==> config.mk <==
export PLATFORM = sky130hd
export DESIGN_NAME = bp_io_host_responder
export DESIGN_NICKNAME = d
export VERILOG_FILES = /design/src/rtl/bp_io_host_responder.sv
export SDC_FILE = /design/constraint.sdc
export NUM_CORES = 1
export LEC_CHECK = 0
export BUFFER_PORTS_ARGS = -buffer_cell sky130_fd_sc_hd__clkbuf_2
export CORE_UTILIZATION = 46
export DETAILED_ROUTE_END_ITERATION = 6
export PLACE_DENSITY = 0.76
export SYNTH_ARGS = -nofsm -noshare
export SYNTH_HDL_FRONTEND = slang
export SYNTH_SLANG_ARGS = --single-unit
export TNS_END_PERCENT = 50
==> constraint.sdc <==
create_clock -name clk_i -period 2.1 [get_ports clk_i]
set_input_delay 0.105 -clock clk_i [delete_from_list [all_inputs] [get_ports clk_i]]
set_output_delay 0.105 -clock clk_i [all_outputs]
set_load 0.1 [all_outputs]
==> src/rtl/bp_io_host_responder.sv <==
// bp_io_host_responder: target end of the core's uncached I/O port for the host
// device window. Each accepted command gets exactly one response. The window holds
// getchar, putchar, finish and a free-running 64-bit cycle counter.
// Message layout, LSB first: data[63:0], msg_type[3:0], addr[paddr-1:0], size[2:0], payload.
// The widths normally derived from the processor config are exposed as parameters.
// Optional feature macro: BP_IO_HOST_GETCHAR_EN (getchar reads sample the host input
// and the getchar_yumi_o port is added).
module bp_io_host_responder #(
    parameter int paddr_width_p        = 40,
    parameter int payload_width_p      = 16,
    parameter int char_width_p         = 8,
    parameter int finish_width_p       = 8,
    parameter int cce_mem_msg_width_lp = payload_width_p + 3 + paddr_width_p + 4 + 64
) (
    input  logic                            clk_i,
    input  logic                            reset_n_i,
    input  logic [cce_mem_msg_width_lp-1:0] io_cmd_i,
    input  logic                            io_cmd_v_i,
    output logic                            io_cmd_ready_o,
    output logic [cce_mem_msg_width_lp-1:0] io_resp_o,
    output logic                            io_resp_v_o,
    input  logic                            io_resp_yumi_i,
    output logic [char_width_p-1:0]         char_o,
    output logic                            char_v_o,
    input  logic                            char_ready_i,
    input  logic [char_width_p-1:0]         getchar_i,
    input  logic                            getchar_v_i,
`ifdef BP_IO_HOST_GETCHAR_EN
    output logic                            getchar_yumi_o,
`endif
    output logic                            finish_o,
    output logic [finish_width_p-1:0]       finish_code_o,
    output logic                            unmapped_o
);

    // state       | meaning
    // e_ready     | waiting for a command (ready held low for one cycle after reset)
    // e_char_wait | putchar presented to host, waiting for char_ready_i
    // e_resp      | response valid, waiting for io_resp_yumi_i
    typedef enum logic [1:0] {e_ready, e_char_wait, e_resp} state_e;

    typedef enum logic [3:0] {
        e_cce_mem_rd    = 4'd0,
        e_cce_mem_wr    = 4'd1,
        e_cce_mem_uc_rd = 4'd2,
        e_cce_mem_uc_wr = 4'd3
    } msg_type_e;

    localparam int type_lsb_lp = 64;
    localparam int addr_lsb_lp = 68;

    state_e                  state_r;
    logic                    ready_r;
    logic                    resp_v_r;
    logic [cce_mem_msg_width_lp-1:0] resp_r;
    logic                    char_v_r;
    logic [char_width_p-1:0] char_r;
    logic                    finish_r;
    logic [finish_width_p-1:0] finish_code_r;
    logic                    unmapped_r;
    logic [63:0]             cycle_r;

    logic [3:0]  cmd_type;
    logic [19:0] cmd_offset;
    logic [63:0] cmd_data;
    logic        is_rd, is_wr;
    logic        sel_getchar, sel_putchar, sel_finish, sel_cycle;
    logic        mapped, accept;
    logic [63:0] getchar_value;
    logic [63:0] rd_data;

    assign cmd_type    = io_cmd_i[type_lsb_lp+3:type_lsb_lp];
    assign cmd_offset  = io_cmd_i[addr_lsb_lp+19:addr_lsb_lp];
    assign cmd_data    = io_cmd_i[63:0];
    assign is_rd       = (cmd_type == e_cce_mem_uc_rd);
    assign is_wr       = (cmd_type == e_cce_mem_uc_wr);
    assign sel_getchar = (cmd_offset == 20'h00000);
    assign sel_putchar = (cmd_offset == 20'h01000);
    assign sel_finish  = (cmd_offset == 20'h02000);
    assign sel_cycle   = (cmd_offset == 20'h03000);
    assign mapped      = (is_rd | is_wr) & (sel_getchar | sel_putchar | sel_finish | sel_cycle);
    assign accept      = io_cmd_v_i & ready_r;

`ifdef BP_IO_HOST_GETCHAR_EN
    assign getchar_value  = getchar_v_i ? {{(64-char_width_p){1'b0}}, getchar_i} : '1;
    // Consume in the same cycle the character is sampled so the host never double-delivers.
    assign getchar_yumi_o = accept & is_rd & sel_getchar & getchar_v_i;
    logic unused_cmd;
    assign unused_cmd = ^cmd_data;
`else
    assign getchar_value = '1;
    logic unused_cmd;
    assign unused_cmd = ^{cmd_data, getchar_i, getchar_v_i};
`endif

    // Read mux: unmapped offsets, putchar reads and non-read types all return zero.
    always_comb begin
        rd_data = '0;
        if (is_rd) begin
            if (sel_getchar)     rd_data = getchar_value;
            else if (sel_finish) rd_data = {{(64-finish_width_p){1'b0}}, finish_code_r};
            else if (sel_cycle)  rd_data = cycle_r;
        end
    end

    // Free-running cycle counter, wraps naturally.
    always_ff @(posedge clk_i or negedge reset_n_i) begin
        if (!reset_n_i) cycle_r <= '0;
        else            cycle_r <= cycle_r + 64'd1;
    end

    // Command/response FSM with all handshake outputs registered.
    always_ff @(posedge clk_i or negedge reset_n_i) begin
        if (!reset_n_i) begin
            state_r       <= e_ready;
            ready_r       <= 1'b0;
            resp_v_r      <= 1'b0;
            resp_r        <= '0;
            char_v_r      <= 1'b0;
            char_r        <= '0;
            finish_r      <= 1'b0;
            finish_code_r <= '0;
            unmapped_r    <= 1'b0;
        end else begin
            case (state_r)
                e_ready: begin
                    ready_r <= 1'b1;
                    if (accept) begin
                        ready_r <= 1'b0;
                        resp_r  <= {io_cmd_i[cce_mem_msg_width_lp-1:64], rd_data};
                        if (!mapped) unmapped_r <= 1'b1;
                        if (is_wr && sel_finish) begin
                            finish_r      <= 1'b1;
                            finish_code_r <= cmd_data[finish_width_p-1:0];
                        end
                        if (is_wr && sel_putchar) begin
                            char_v_r <= 1'b1;
                            char_r   <= cmd_data[char_width_p-1:0];
                            state_r  <= e_char_wait;
                        end else begin
                            resp_v_r <= 1'b1;
                            state_r  <= e_resp;
                        end
                    end
                end
                e_char_wait: begin
                    if (char_ready_i) begin
                        char_v_r <= 1'b0;
                        resp_v_r <= 1'b1;
                        state_r  <= e_resp;
                    end
                end
                e_resp: begin
                    if (io_resp_yumi_i) begin
                        resp_v_r <= 1'b0;
                        ready_r  <= 1'b1;
                        state_r  <= e_ready;
                    end
                end
                default: begin
                    state_r <= e_ready;
                end
            endcase
        end
    end

    assign io_cmd_ready_o = ready_r;
    assign io_resp_o      = resp_r;
    assign io_resp_v_o    = resp_v_r;
    assign char_o         = char_r;
    assign char_v_o       = char_v_r;
    assign finish_o       = finish_r;
    assign finish_code_o  = finish_code_r;
    assign unmapped_o     = unmapped_r;

endmodule

# Word-level counts from Yosys, hierarchy flattened
# Index checks and enable logic that the tools add are counted.
[classes]
muxes = 21
addsub = 1
shift = 0
mul = 0
eq_ne = 12
div = 0
magnitude_cmp = 0
bitwise_logic = 7
n_reduce_logical = 15
[ops]
columns = ["cell", "n"]
rows = [
  ["2-to-1 mux 64 bit", 4],
  ["adder 64 x 1 -> 64 bit, second input constant", 1],
  ["== test 20 x 14 -> 1 bit, second input constant", 2],
  ["== test 20 x 13 -> 1 bit, second input constant", 1],
  ["logical NOT 20 bit", 1],
  ["AND reduction 3 bit", 4],
  ["inequality test 2 bit, second input constant", 5],
  ["2-to-1 mux 1 bit", 9],
  ["== test 4 x 2 -> 1 bit, second input constant", 2],
  ["2-to-1 mux 2 bit", 4],
  ["case mux 2 bit (3 select lines)", 1],
  ["AND reduction 5 bit", 1],
  ["OR 1 bit", 4],
  ["case mux 1 bit (2 select lines)", 2],
  ["AND reduction 2 bit", 2],
  ["AND reduction 4 bit", 1],
  ["nonzero test 2 bit", 2],
  ["case mux 1 bit (3 select lines)", 1],
  ["nonzero test 3 bit", 1],
  ["bitwise AND 1 bit", 2],
  ["== test 2 x 1 -> 1 bit, second input constant", 1],
  ["== test 2 bit, second input constant", 1],
  ["logical AND 1 bit", 2],
  ["logical NOT 2 bit", 1],
  ["inverter 1 bit", 1],
]
[totals]
in_bits = 141
mem_count = 0
ramBits = 0
out_inout_bits = 148
latchBits = 0
romBits = 0
reg_bits = 214

# Longest topological paths before layout
[logic_depth]
word_depth = 7
mapped_depth = 7
ltp_nobuf = 6

# Worst setup path before layout
# No wires, ideal clock.
[synth_path]
path_kind = "flip-flop to flip-flop"
startpoint = "register ready_r, in the netlist io_cmd_ready_o"
endpoint = "register finish_code_r[0], in the netlist finish_code_o[0]"
setup_ps = 126
path_slack_ps = -498
synth_period_minus_slack_ps = 2598
path_stages_with_launch = 7
n_path_buf = 2
arrival_ps = 2473
cell_sequence = "dfrtp_1 > nand2_1 > or3_1 > clkbuf_1 > or4_4 > buf_6 > mux2_4"
[synth_between]
elab_chain_len = 2
[synth_lines]
columns = ["item", "line", "rtl"]
rows = [
  ["from (decl)", "53", "logic ready_r;"],
  ["from (signal assigned)", "116", "ready_r <= 1'b0;"],
  ["from (signal assigned)", "127", "ready_r <= 1'b1;"],
  ["from (signal assigned)", "129", "ready_r <= 1'b0;"],
  ["bitwise AND 1 bit", "82", "assign accept = io_cmd_v_i & ready_r;"],
  ["AND reduction 3 bit (no line)", "--", ""],
  ["to (signal assigned)", "134", "finish_code_r <= cmd_data[finish_width_p-1:0];"],
  ["to (decl)", "59", "logic [finish_width_p-1:0] finish_code_r;"],
]
# Every way passes these cells.
# A chain may end at the register's enable or synchronous reset.

# Worst setup path after layout
[layout_path]
startpoint = "input port io_cmd_i[76]"
endpoint = "register finish_code_r[3], in the netlist finish_code_o[3]"
[layout_between]
elab_chain_len = 3
[layout_lines]
columns = ["item", "line", "rtl"]
rows = [
  ["from (decl)", "17", "input logic [cce_mem_msg_width_lp-1:0] io_cmd_i,"],
  ["== test 20 x 14 -> 1 bit", "79", "assign sel_finish = (cmd_offset == 20'h02000);"],
  ["logical AND 1 bit", "132", "if (is_wr && sel_finish) begin"],
  ["AND reduction 3 bit (no line)", "--", ""],
]
# Every way passes these cells.

==> results.txt <==
Final nets = 1,366
Worst slew pin tran = 672 ps
Chip height = 143 um
Crit-path cells = dlygate4sd3_1 -> clkbuf_2 -> nor4_2 -> nand3_1 -> or2_4 -> or4_4 -> mux2_4
Post-synthesis mux area share = 0.0230
Post-Synth XOR/XNOR Area = 0.0595
Count of final max-slew check failures = 0
Crit-path slowest cell = or4_4
Die Footprint = 20,400 um2
Final non-filler cell total = 1,505
Register area share after synthesis = 0.586
WP data required = 2480 ps
Post-route cell area = 12,300 um2
Crit path max fanout = 5
Netlist cell types = 38
Max Fclk = 0.487 GHz
Vias = 7,870
Ys Warns = 0
Synth Instances = 926
1st-pass router iterations = 5
CTS Buf Count = 23
Clock skew = 9.08 ps
GRT Total Usage = 0.242
Rows = 51
Clock Pin Slew Worst Setup and Hold Paths = 60 ps
Hold Path Class = primary input to flop
Syn Area/Cell = 9.86 um2
Placed insts = 1,389
Initial antenna violation count = 0
CP startpoint kind = primary input
Simple-gate share of the synthesized area = 0.205
Clock root cell = clkbuf_16
Total gr overflow = 0
Critical path arrival = 2430 ps
Largest family of logic cells by synthesized area = simple AND/OR/NAND/NOR gates
CTS tree = done
Drt total wl = 24,500 um
Syn nets = 1,068
Post-synth top area cell = dfrtp_1
CP Class = primary input to flop
RD Place Congestion = 0.824
IO buf count = 223
Final period util = 0.979
Routed length per instance = 16.3 um
Placed inst area = 10,700 um2
Final HPWL DP = 14,800 um
Die X = 143 um
IO Pins = 289
Starting Density = 0.469
First-pass GRT wire length = 39,400 um
Total of max-cap violations = 0
Clock buffer depth = 3
Synth Area in Compound Gates = 0.0951
Largest net degree at the start of global routing = 168
Synth Cell Area = 9130 um2
Final WS setup = 44.8 ps
Crit. End Element = flop
Synth Area in Adders = 0.00137
Slowest stage delay, CP = 570 ps
Post-DR vias/cell = 5.23
Number of global-route vias before repair = 7,911
Fin crit period = 2060 ps
Post-route DRC = 0
Setup violations, final = 0
Final Core Density = 0.631
Iter 0 DRT Violations = 437
Overall Power = 15.9 mW
Sum Neg Setup Slack = 0 ps
Post-synth top area share = 0.586
Number of synthesized register bits = 214
Post-Place Setup Slack = -208 ps
Pwr dens = 1290 nW/um2
Layout cell share with drive strength beyond 1 = 0.270
RSZ-0062 raised after global routing = yes
Core ar. = 19,500 um2
H-tree Lvls = 1
Worst-skew pair later-pin latency = 490 ps
Routed Antenna Nets = 0
Leakage power = 6.26 nW
Inserted Diodes = 0
Area Overhead vs Synth = 34.4%
Synth top area cells = dfrtp_1, nand2_1, o31ai_1
Relative slew slack = 0.552
Clock Sinks = 214
VDD IR max = 1.72 mV
Hold Vio Cnt, Final = 0
Status = finished, final reports clean
Worst Hold Slack = 68.4 ps
state kept, by name (all words and copies together), names as in the netlist:
name,count
char_o,8
char_v_o,1
io_cmd_ready_o,1
finish_code_o,8
state_r,2
io_resp_o,127
io_resp_v_o,1
cycle_r,64
unmapped_o,1
finish_o,1
worst max-delay path: cells and delay by family:
kind,cells,cell delay (ps)
multiplexers,1,330
AND/OR/NAND/NOR,4,1300
buffers and inverters,2,690
per-layer routing:
metal  part of all wire  routed length, um  track usage  up-vias
li1                   -                  -            -     3729
met1               0.43              10400        0.320     3773
met2               0.48              11900        0.400      308
met3              0.058               1440       0.0399       60
met4              0.031                770       0.0917        0
met5                  0                  0            0        -
path summary, 6_finish.rpt:
check                                startpoint                           end  slack [ps]  cells past startpoint
min reg2reg                finish_o$_DFFE_PN0P_          finish_o$_DFFE_PN0P_         470                      1
max reg2reg                cycle_r[0]$_DFF_PN0_         cycle_r[56]$_DFF_PN0_         120                      7
max in group asynchronous             reset_n_i     io_resp_o[49]$_DFFE_PN0P_        1170                      3
min                                  io_cmd_v_i        state_r[1]$_DFFE_PN0P_          70                      5
min in group asynchronous             reset_n_i         cycle_r[24]$_DFF_PN0_         180                      2
max                                io_cmd_i[76]  finish_code_o[3]$_DFFE_PN0P_          40                      7
cell usage after synthesis:
cell type,number
nand2_1,297
dfrtp_1,214
a21oi_1,58
o31ai_1,58
clkbuf_1,45
xor2_1,38
nand3_1,26
xnor2_1,24
nor2_1,23
nor3_1,21
nand4_1,18
nor4_1,13
o21ai_0,13
inv_1,12
mux2_2,8
mux2_4,8
o211ai_1,8
buf_1,7
and3_1,6
buf_2,4
nor4_2,3
and4_1,2
nand2b_1,2
nor4_4,2
or2_2,2
or3_1,2
a21o_2,1
a22o_1,1
and2_1,1
buf_6,1
ha_1,1
nand3b_1,1
nand4_2,1
nand4b_1,1
or2_4,1
or2b_1,1
or3_2,1
or4_4,1
power breakdown:
part / switching [mW] / total (mW) / internal (mW)
clock network: 1.63 / 4.10 / 2.47
registers: 0.383 / 5.11 / 4.73
logic: 5.77 / 6.66 / 0.889
total: 7.78 / 15.9 / 8.09
area by class of cell:
type	count	area, um2
inverter	12	45.0
fill	1507	7190
timing repair buffer	329	2190
tap	265	332
clock buffer	31	666
sequential	214	5360
multi-input combinational	644	3570
clock inverter	10	111
repair_timing:
action | 4_1_cts | 5_1_grt
resized for setup | 0 | 6
endpoints found under the hold margin | 138 | 0
hold buffers | 73 | 0
endpoints found under the setup margin | 0 | 41
setup buffers | 0 | 1
cells in the final DEF, fill, tap and decap left out, types with 3 or more instances in the layout:
cell           synthesis  layout
o21ai_0               13      13
buf_12                 0       7
nand3_1               26      25
mux2_2                 8       8
clkinvlp_4             0       3
nor2_1                23      22
nor4_2                 3       6
xnor2_1               24      24
buf_4                  0      26
nor4_1                13      10
nor3_1                21      20
o211ai_1               8       8
and3_1                 6       6
inv_1                 12      12
clkbuf_2               0     222
a21oi_1               58      58
o31ai_1               58      58
clkbuf_8               0       7
clkinv_2               0       4
nand2_1              297     296
mux2_4                 8       8
dfrtp_1              214     213
clkbuf_16              0      23
xor2_1                38      38
dlygate4sd3_1          0      73
nand4_1               18      18
cell families (layout without fill, tap and decap cells):
family	Yosys count	after routing
and+or+nand+nor	425	426
DFF	214	214
AOI/OAI and AO/OA	139	139
buffers and inverters	69	382
xor gates and xnor gates	62	62
muxes	16	16
adders and majority gates	1	1
(Power assumes the default switching activity.)
